===== src/rtl/crop_pkg.sv =====
// Shared types and helpers for the crop path: widths, FSM encoding, window record
// and window validation.
package crop_pkg;

  localparam int WIN_W = 16;

  typedef enum logic [0:0] {
    S_IDLE,
    S_FRAME
  } crop_state_t;

  typedef struct packed {
    logic [WIN_W-1:0] y1;
    logic [WIN_W-1:0] x1;
    logic [WIN_W-1:0] rows;
    logic [WIN_W-1:0] cols;
  } crop_win_t;

  function automatic int rw_of(input int in_rows);
    return $clog2(in_rows + 1);
  endfunction

  function automatic int cw_of(input int in_cols);
    return $clog2(in_cols + 1);
  endfunction

  // A window must be non-empty and lie entirely inside the input frame.
  function automatic logic win_valid(input crop_win_t w, input int in_rows, input int in_cols);
    logic [WIN_W:0] y_end;
    logic [WIN_W:0] x_end;
    y_end = {1'b0, w.y1} + {1'b0, w.rows};
    x_end = {1'b0, w.x1} + {1'b0, w.cols};
    return (w.rows != '0) && (w.cols != '0) &&
           (y_end <= (WIN_W+1)'(in_rows)) && (x_end <= (WIN_W+1)'(in_cols));
  endfunction

endpackage


===== src/rtl/crop_raster_counter.sv =====
// Raster x/y position counter with advance enable, row/frame wrap and an
// end-of-frame flag for the current position.
module crop_raster_counter #(
  parameter int ROWS = 40,
  parameter int COLS = 40,
  localparam int RW = $clog2(ROWS + 1),
  localparam int CW = $clog2(COLS + 1)
) (
  input  logic          clk,
  input  logic          reset,
  input  logic          adv,
  output logic [CW-1:0] x,
  output logic [RW-1:0] y,
  output logic          end_of_frame
);

  localparam logic [CW-1:0] X_LAST = CW'(COLS - 1);
  localparam logic [RW-1:0] Y_LAST = RW'(ROWS - 1);

  logic x_last;
  logic y_last;

  assign x_last       = (x == X_LAST);
  assign y_last       = (y == Y_LAST);
  assign end_of_frame = x_last && y_last;

  always_ff @(posedge clk or posedge reset) begin
    if (reset) begin
      x <= '0;
      y <= '0;
    end else if (adv) begin
      if (x_last) begin
        x <= '0;
        y <= y_last ? '0 : y + RW'(1);
      end else begin
        x <= x + CW'(1);
      end
    end
  end

endmodule


===== src/rtl/crop_window_ctrl.sv =====
// Crop controller: raster tracking, frame-boundary window switching from a
// valid/ready config port, and a single-register gated output stage.
module crop_window_ctrl
  import crop_pkg::*;
#(
  parameter int PIXEL_BIT_WIDTH = 12,
  parameter int IN_ROWS         = 40,
  parameter int IN_COLS         = 40,
  parameter int DEF_Y_1         = 10,
  parameter int DEF_X_1         = 10,
  parameter int DEF_OUT_ROWS    = 20,
  parameter int DEF_OUT_COLS    = 20,
  localparam int RW = rw_of(IN_ROWS),
  localparam int CW = cw_of(IN_COLS)
) (
  input  logic                       clk,
  input  logic                       reset,
  input  logic                       in_valid,
  output logic                       in_ready,
  input  logic [PIXEL_BIT_WIDTH-1:0] pixel_in,
  output logic                       out_valid,
  input  logic                       out_ready,
  output logic [PIXEL_BIT_WIDTH-1:0] pixel_out,
  output logic                       out_sof,
  output logic                       out_eol,
  output logic                       out_eof,
  input  logic                       cfg_valid,
  output logic                       cfg_ready,
  input  logic [RW-1:0]              cfg_y1,
  input  logic [RW-1:0]              cfg_rows,
  input  logic [CW-1:0]              cfg_x1,
  input  logic [CW-1:0]              cfg_cols,
  output logic                       cfg_err,
  output logic                       frame_done,
  output logic [15:0]                frame_cnt
);

  localparam crop_win_t DEF_WIN = '{
    y1:   WIN_W'(DEF_Y_1),
    x1:   WIN_W'(DEF_X_1),
    rows: WIN_W'(DEF_OUT_ROWS),
    cols: WIN_W'(DEF_OUT_COLS)
  };

  if (!win_valid(DEF_WIN, IN_ROWS, IN_COLS)) begin : g_bad_def_window
    $error("crop_window_ctrl: default window does not fit the input frame");
  end

  crop_state_t state, state_nxt;
  crop_win_t   act_win, pend_win, cfg_win;
  logic        pend_v;

  logic [CW-1:0] x;
  logic [RW-1:0] y;
  logic          eof_pos;

  logic acc, cfg_fire, cfg_good;
  logic boundary, apply_pend, apply_cfg;

  logic [WIN_W-1:0] xe, ye, x_end, y_end;
  logic             keep, at_sof, at_eol, at_eof;

  assign in_ready  = out_ready || !out_valid;
  assign acc       = in_valid && in_ready;
  assign cfg_ready = !pend_v;
  assign cfg_fire  = cfg_valid && cfg_ready;

  assign cfg_win = '{
    y1:   WIN_W'(cfg_y1),
    x1:   WIN_W'(cfg_x1),
    rows: WIN_W'(cfg_rows),
    cols: WIN_W'(cfg_cols)
  };
  assign cfg_good = win_valid(cfg_win, IN_ROWS, IN_COLS);

  crop_raster_counter #(
    .ROWS(IN_ROWS),
    .COLS(IN_COLS)
  ) u_raster (
    .clk          (clk),
    .reset        (reset),
    .adv          (acc),
    .x            (x),
    .y            (y),
    .end_of_frame (eof_pos)
  );

  assign xe    = WIN_W'(x);
  assign ye    = WIN_W'(y);
  assign y_end = act_win.y1 + act_win.rows;
  assign x_end = act_win.x1 + act_win.cols;

  assign keep   = (ye >= act_win.y1) && (ye < y_end) && (xe >= act_win.x1) && (xe < x_end);
  assign at_sof = (ye == act_win.y1) && (xe == act_win.x1);
  assign at_eol = (xe == x_end - WIN_W'(1));
  assign at_eof = at_eol && (ye == y_end - WIN_W'(1));

  always_comb begin
    state_nxt  = state;
    boundary   = 1'b0;
    apply_pend = 1'b0;
    apply_cfg  = 1'b0;
    case (state)
      S_IDLE: begin
        // An idle-time apply is deferred if a frame starts on this edge, so
        // the first beat and the rest of the frame see the same window.
        if (acc) state_nxt = S_FRAME;
        else     apply_pend = pend_v;
      end
      S_FRAME: begin
        if (acc && eof_pos) begin
          state_nxt  = S_IDLE;
          boundary   = 1'b1;
          apply_pend = pend_v;
          apply_cfg  = cfg_fire && cfg_good;
        end
      end
      default: state_nxt = S_IDLE;
    endcase
  end

  always_ff @(posedge clk or posedge reset) begin
    if (reset) state <= S_IDLE;
    else       state <= state_nxt;
  end

  always_ff @(posedge clk or posedge reset) begin
    if (reset) begin
      act_win  <= DEF_WIN;
      pend_win <= '0;
      pend_v   <= 1'b0;
      cfg_err  <= 1'b0;
    end else begin
      cfg_err <= cfg_fire && !cfg_good;
      if (apply_pend) begin
        act_win <= pend_win;
        pend_v  <= 1'b0;
      end else if (apply_cfg) begin
        act_win <= cfg_win;
      end else if (cfg_fire && cfg_good) begin
        pend_win <= cfg_win;
        pend_v   <= 1'b1;
      end
    end
  end

  always_ff @(posedge clk or posedge reset) begin
    if (reset) begin
      frame_done <= 1'b0;
      frame_cnt  <= '0;
    end else begin
      frame_done <= boundary;
      if (boundary) frame_cnt <= frame_cnt + 16'd1;
    end
  end

  always_ff @(posedge clk or posedge reset) begin
    if (reset) begin
      out_valid <= 1'b0;
      pixel_out <= '0;
      out_sof   <= 1'b0;
      out_eol   <= 1'b0;
      out_eof   <= 1'b0;
    end else if (acc) begin
      out_valid <= keep;
      out_sof   <= keep && at_sof;
      out_eol   <= keep && at_eol;
      out_eof   <= keep && at_eof;
      if (keep) pixel_out <= pixel_in;
    end else if (out_ready) begin
      out_valid <= 1'b0;
    end
  end

endmodule


===== config.mk =====
export PLATFORM = sky130hd
export DESIGN_NAME = crop_window_ctrl
export DESIGN_NICKNAME = d
export VERILOG_FILES = /design/src/rtl/crop_pkg.sv /design/src/rtl/crop_raster_counter.sv /design/src/rtl/crop_window_ctrl.sv
export SDC_FILE = /design/constraint.sdc
export NUM_CORES = 1
export LEC_CHECK = 0
export CORE_ASPECT_RATIO = 1.4
export CORE_MARGIN = 3
export CORE_UTILIZATION = 53
export DETAILED_ROUTE_END_ITERATION = 10
export PLACE_DENSITY = 0.74
export SLEW_MARGIN = 40
export SYNTH_ARGS = -nofsm -noshare
export SYNTH_HDL_FRONTEND = slang
export SYNTH_SLANG_ARGS = --single-unit
export TNS_END_PERCENT = 30

===== constraint.sdc =====
create_clock -name clk -period 6.9 [get_ports clk]
set_clock_uncertainty 0.1 [all_clocks]
set_input_delay 1.035 -clock clk [delete_from_list [all_inputs] [get_ports clk]]
set_output_delay 1.035 -clock clk [all_outputs]
set_load 0.05 [all_outputs]

==> flow_summary.ini, run 1 <==
[worst_setup_path]
crit_slowest_cell = clkdlybuf4s50_1
cp-end-kind = flip-flop
crit_path_kind = primary input to flip-flop
worst_r2r_startpoint = act_win[48]$_DFFE_PP0P_
critical_path.max_stage_delay_ns = 0.49
critical_path_peak_fanout = 25
timing.critical_path.from_type = primary input
crit_chain = clkdlybuf4s50_1, ha_1, fa_1, a21o_1, mux2_4, a221oi_2, o21ai_1, a21oi_1, o2bb2ai_1, or4_1, buf_4, mux2_1
worst_setup_path_startpoint = cfg_x1[0]
critPathRequiredTime_ns = 7.03
worst-endpoint-arrival_ns = 4.38

[pwr]
pwr_dens_nw_per_um2 = 267
power_switching_uw = 582
sw_ratio = 0.307
power.static_leakage_nw = 3.28
p_clk_frac = 0.284
post-layout-total-power_mw = 1.90
vdd_ir_drop_max_mv = 0.219
combPwrFrac = 0.308
seq_power_share = 0.408
internal_power_mw = 1.31

[clocking]
cts_post_setup_buffers_inserted = 0
cts_tree = done
cts_root_buffer = clkbuf_16
hold_buffers = 0
clock_buffer_count_from_cts = 9
ctsHtreeMaxLevel = 3
cts_resized = 0
clkLatencyLatePin_ns = 0.34
clkTransAtPathRegs_ns = 0.07
clock-sinks = 96
cts_max_path_buffers = 2

[sta]
fin_crit_sh = 0.616
final.setup.worst_slack_ns = 2.65
finalHoldViolCount = 0
final_max_tran_viols = 0
fin_crit_ns = 4.25
clock.fmax_mhz = 235
max_slew.worst_pin.slew_ns = 0.782
final.setup.tns_ns = 0
rsz0062_at_grt = false
setup_violation_total_in_the_final_timing_report = 0
maxSlewHeadroom = 0.477

[floorplanning]
design.core.area_um2 = 10600
starting_utilization_of_the_core_area = 0.556
die_outline_area_um2 = 12400
die_x_um = 95.0
floorplan.die.height_um = 131
core.rowCount = 44
ioPinCount = 77

[grt]
grt_pass1_vias = 4278
grt_start_max_net_pins = 53
grt_first_pass_wirelength_um = 19800
grt_use_total = 0.202
grt-ovfl-total = 0
grt_antenna_before_repair = 0

[placed_design]
finalWeightedCongestion = 0.873
pre_cts_ws_ns = 2.32
place.port_buffers = 76
estimated_wirelength_of_the_detail_placed_design_um = 9010
dp_cells = 746

[logic_synthesis]
synth.net_count = 641
netlist_area_before_placement_um2 = 5870
post_synth_inst_count = 541
synth-seq-area-share = 0.411
synth_flop_cell = dfrtp_1
postSynth.asyncResetShare = 1.00
syn_avg_cell_area_um2 = 10.9
yosys.area_share.adder = 0.131
synth-edff-count = 0
yosys_register_bits = 96
synth.distinct_cells = 58
compound_gate_portion_of_the_synthesized_area = 0.133
synth_top_family_by_area = simple AND/OR/NAND/NOR gates
yosysWarningCount = 0
synthSimpleGateAreaFrac = 0.142
post_synth_mux_area_share = 0.0893
synth_xor_area_frac = 0.0622

[min_path]
min-delay-path-class = flip-flop to flip-flop
min_from = frame_cnt[15]$_DFFE_PP0P_

[layout]
final_net_count = 719
n_fill_cell = 808
stdcell_count = 762
ant_diodes = 0
flow.area_growth_from_synthesis_pct = 21.0
layout-drive-gt1-share = 0.0946

[routing]
dr_total_vias = 4397
vias_per_cell = 5.77
detail_route.wl_per_cell_um = 15.6
postRouteWirelength_um = 11900
drt_first_pass_iters = 4
drtAntennaViolNets = 0
first_iter_violations = 139
drt_drc_violations_left = 0

[flow_run]
maxCapViolCount = 0

[run_status]
run_status = finished, final reports clean
==> logic make-up (layout without fill, tap and decap cells) <==
group | after synthesis | in the layout
flip-flops | 96 | 96
adder cells (fa/ha/maj) | 59 | 59
AND/OR/NAND/NOR | 155 | 155
multiplexers | 40 | 40
buffers and inverters | 45 | 128
XOR/XNOR | 40 | 40
AO/OA/AOI/OAI | 106 | 106
==> cell usage after synthesis, drive strengths merged (5+ instances only) <==
cell type / number / area (µm²)
o21ai: 24 / 120
nor3: 11 / 55.1
nor2: 21 / 78.8
mux2: 39 / 514
nand4: 12 / 75.1
inv: 33 / 124
nor2b: 8 / 50.1
a221o: 25 / 250
nand2: 34 / 128
nand3: 12 / 65.1
and2: 25 / 156
a31oi: 5 / 31.3
a21o: 10 / 75.1
and3: 11 / 68.8
dfstp: 8 / 210
a21oi: 14 / 70.1
ha: 55 / 688
dfrtp: 88 / 2200
nand2b: 7 / 43.8
buf: 5 / 37.5
xnor2: 30 / 263
xor2: 9 / 78.8
clkbuf: 7 / 26.3
==> cell type report <==
| class | instances | area, µm² | area share |
|---|---|---|---|
| clock buffer | 12 | 246 | 0.0347 |
| clock inverter | 4 | 76.3 | 0.0107 |
| inverter | 33 | 126 | 0.0178 |
| multi-input combinational | 400 | 3290 | 0.463 |
| sequential | 96 | 2410 | 0.339 |
| tap | 138 | 173 | 0.0243 |
| timing repair buffer | 79 | 783 | 0.110 |
==> path summary, 6_finish.rpt <==
path	slack, ns	end	cells past startpoint
min	0.36	frame_cnt[15]$_DFFE_PP0P_	1
min in group asynchronous	1.00	frame_cnt[15]$_DFFE_PP0P_	2
max in group asynchronous	4.66	act_win[53]$_DFFE_PP0P_	3
max reg2reg	3.00	pixel_out[6]$_DFFE_PP0P_	12
max	2.65	pend_win[37]$_DFFE_PP0P_	12
min reg2reg	0.36	frame_cnt[15]$_DFFE_PP0P_	1
==> power by group through the flow <==
stage | sequential (mW) | combinational (mW) | clock, mW
after detailed placement | 0.781 | 0.584 | 0
after CTS | 0.773 | 0.589 | 0.549
final | 0.774 | 0.584 | 0.539
after global placement | 0.776 | 0.564 | 0
after global routing | 0.792 | 0.653 | 0.571
after floorplan | 0.784 | 0.419 | 0
==> cell usage in the layout, fill, tap and decap left out, types with 12 or more instances in the layout <==
cell	instances
a21oi_1	14
a221o_1	25
and2_1	25
clkdlybuf4s50_1	76
dfrtp_1	88
ha_1	55
inv_1	31
mux2_1	15
mux2_4	20
nand2_1	34
nand4_1	12
nor2_1	20
o21ai_0	17
xnor2_1	30
==> metrics by stage <==
stage                     instance area [µm²]  hold slack [ns]  utilization
after floorplan                          5870            0.356            -
after global placement                   6780            0.355        0.641
after detailed placement                 6780            0.357        0.641
after CTS                                7100            0.370        0.672
after global routing                     7110            0.393        0.672
final                                    7110            0.364        0.672
==> sequential cells by signal, summed over array words and instances (netlist names), 6 cells and up <==
name and flops:
pend_win 24, u_raster.x 6, frame_cnt 16, pixel_out 12
u_raster.y 6, act_win 24
==> metal layers <==
| metal | track usage | wire length [µm] | up-vias | share of wire |
|---|---|---|---|---|
| met5 | 0 | 0 | - | 0 |
| met4 | 0.0841 | 179 | 0 | 0.015 |
| met3 | 0.0292 | 614 | 15 | 0.052 |
| met2 | 0.341 | 5840 | 121 | 0.49 |
| met1 | 0.260 | 5220 | 2128 | 0.44 |
| li1 | - | - | 2133 | - |
==> critical path, delay by kind of cell <==
kind                     cells  cell delay (ns)
adder cells (fa/ha/maj)      2             0.67
multiplexers                 2             0.65
AND/OR/NAND/NOR              1             0.43
AO/OA/AOI/OAI                5             0.81
buffers and inverters        2             0.78
Note: power is estimated with default switching activity, not from simulation.
==> inputs of run 2 (changes only) <==
- CORE_UTILIZATION: 53 -> 51
- PLACE_DENSITY: 0.74 -> 0.75
- clock period: 6.9 -> 3.5 ns (I/O delays scaled with it)
==> flow_summary.ini, run 2 (same netlist as run 1, synthesis figures left out) <==
[sta]
final.setup.tns_ns = 0
setup_violation_total_in_the_final_timing_report = 0
max_slew.worst_pin.slew_ns = 0.714
fin_crit_sh = 0.980
maxSlewHeadroom = 0.524
clock.fmax_mhz = 292
final.setup.worst_slack_ns = 0.0696
final_max_tran_viols = 0
fin_crit_ns = 3.43
finalHoldViolCount = 0

[worst_setup_path]
worst-endpoint-arrival_ns = 3.56
cp-end-kind = flip-flop
reg2reg_setup_slack_ns = 0.11
worst_r2r_startpoint = act_win[33]$_DFFE_PP1P_
critPathRequiredTime_ns = 3.63
critical_path_peak_fanout = 6
worst_setup_path_startpoint = cfg_cols[2]
timing.critical_path.from_type = primary input
crit_path_kind = primary input to flip-flop

[clocking]
clkLatencyLatePin_ns = 0.34
clkTransAtPathRegs_ns = 0.07
ctsHtreeMaxLevel = 3
cts_max_path_buffers = 2
cts_tree = done
cts_root_buffer = clkbuf_16
clock-sinks = 96
clock_buffer_count_from_cts = 9

[grt]
grt_use_total = 0.196
grt_antenna_before_repair = 0
grt_first_pass_wirelength_um = 21100
grt-ovfl-total = 0
grt_pass1_vias = 4650
grt_start_max_net_pins = 69

[layout]
final_net_count = 759
final_common_cell = dfrtp_1
ant_diodes = 0
mostFrequentLayoutCells = dfrtp_1 (88), clkdlybuf4s50_1 (67), ha_1 (53), buf_4 (35), nand2_1 (34)
layout-drive-gt1-share = 0.173
regs_by_ff_count = act_win x24, pend_win x24, frame_cnt x16
n_fill_cell = 824
final-seq-area_um2 = 2410
multi_input_gate_area_in_the_final_layout_um2 = 3350
flow.area_growth_from_synthesis_pct = 29.3

[placed_design]
pre_cts_ws_ns = -0.406
place.port_buffers = 76
estimated_wirelength_of_the_detail_placed_design_um = 9760
finalWeightedCongestion = 0.846

[run_status]
run_status = finished, final reports clean

[pwr]
sw_ratio = 0.312
seq_power_share = 0.403
internal_power_mw = 2.62
power_switching_mw = 1.19
pwr_dens_nw_per_um2 = 502
combPwrFrac = 0.322
vdd_ir_drop_max_mv = 0.390
power.static_leakage_nw = 3.61
p_clk_frac = 0.275

[routing]
detail_route.wl_per_cell_um = 16.2
dr_total_vias = 4611
drtAntennaViolNets = 0
postRouteWirelength_um = 13100
first_iter_violations = 149
vias_per_cell = 5.73
drt_first_pass_iters = 4
drt_drc_violations_left = 0

[floorplanning]
die_outline_area_um2 = 12900
floorplan.die.height_um = 133
core.rowCount = 45
design.core.area_um2 = 11000
ioPinCount = 77
die_x_um = 96.7
starting_utilization_of_the_core_area = 0.532

[min_path]
min-delay-path-class = flip-flop to flip-flop
min_from = frame_cnt[15]$_DFFE_PP0P_

[flow_run]
maxCapViolCount = 0
[run 2: power by group through the flow]
stage               registers, mW  clock network, mW  logic (mW)
detailed placement           1.55                  0        1.21
finish                       1.54               1.05        1.23
global placement             1.53                  0        1.14
global route                 1.57               1.10        1.37
floorplan                    1.55                  0       0.826
CTS                          1.53               1.06        1.22
[run 2: path summary, 6_finish.rpt]
check,cells after the start,to
max,13,act_win[32]$_DFFE_PP0P_
min,1,frame_cnt[15]$_DFFE_PP0P_
max reg2reg,11,pixel_out[0]$_DFFE_PP0P_
min reg2reg,1,frame_cnt[15]$_DFFE_PP0P_
max in group asynchronous,3,act_win[49]$_DFFE_PP1P_
min in group asynchronous,2,pixel_out[10]$_DFFE_PP0P_
[run 2: metrics by stage]
step | power, mW | hold WS [ns] | instances | utilization | instance area [µm²]
2_1_floorplan | 2.37 | 0.356 | 541 | - | 5870
3_3_place_gp | 2.68 | 0.355 | 780 | 0.640 | 7060
3_5_place_dp | 2.75 | 0.358 | 782 | 0.641 | 7080
4_1_cts | 3.80 | 0.369 | 799 | 0.674 | 7440
5_1_grt | 4.03 | 0.391 | 805 | 0.688 | 7590
6_report | 3.81 | 0.363 | 805 | 0.688 | 7590
[run 2: metal layers]
layer  track usage  vias up  part of all wire
met3        0.0316       21             0.033
met2         0.356      113              0.53
met5             0        -                 0
met4        0.0726        0             0.019
met1         0.231     2267              0.42
li1              -     2210                 -
[run 2: critical path, stage by stage]
cell	delay, ns
clkdlybuf4s50_1	0.43
ha_1	0.33
buf_4	0.16
xnor2_2	0.17
a221oi_1	0.12
a221oi_2	0.22
o21ai_1	0.11
a21oi_1	0.18
o2bb2ai_2	0.09
buf_4	0.15
o41a_1	0.55
clkbuf_16	0.23
a221o_1	0.29
[run 2: what timing repair did]
item	4_1_cts	5_1_grt
gates resized for setup	4	25
setup buffers	0	3
setup endpoints to repair	43	40
hold buffers	0	0
pin swaps	0	11
gates cloned	1	3
[run 2: final cells by class]
type	count	share of cell area
sequential	96	0.318
clock buffer	10	0.0301
inverter	33	0.0165
tap	141	0.0232
clock inverter	6	0.0119
multi-input combinational	400	0.442
timing repair buffer	119	0.159
==> inputs of run 3 (changes only) <==
- GPL_ROUTABILITY_DRIVEN: default -> 1
==> results of run 3 <==
No change in the layout: final DEF, timing and power equal those of run 2.
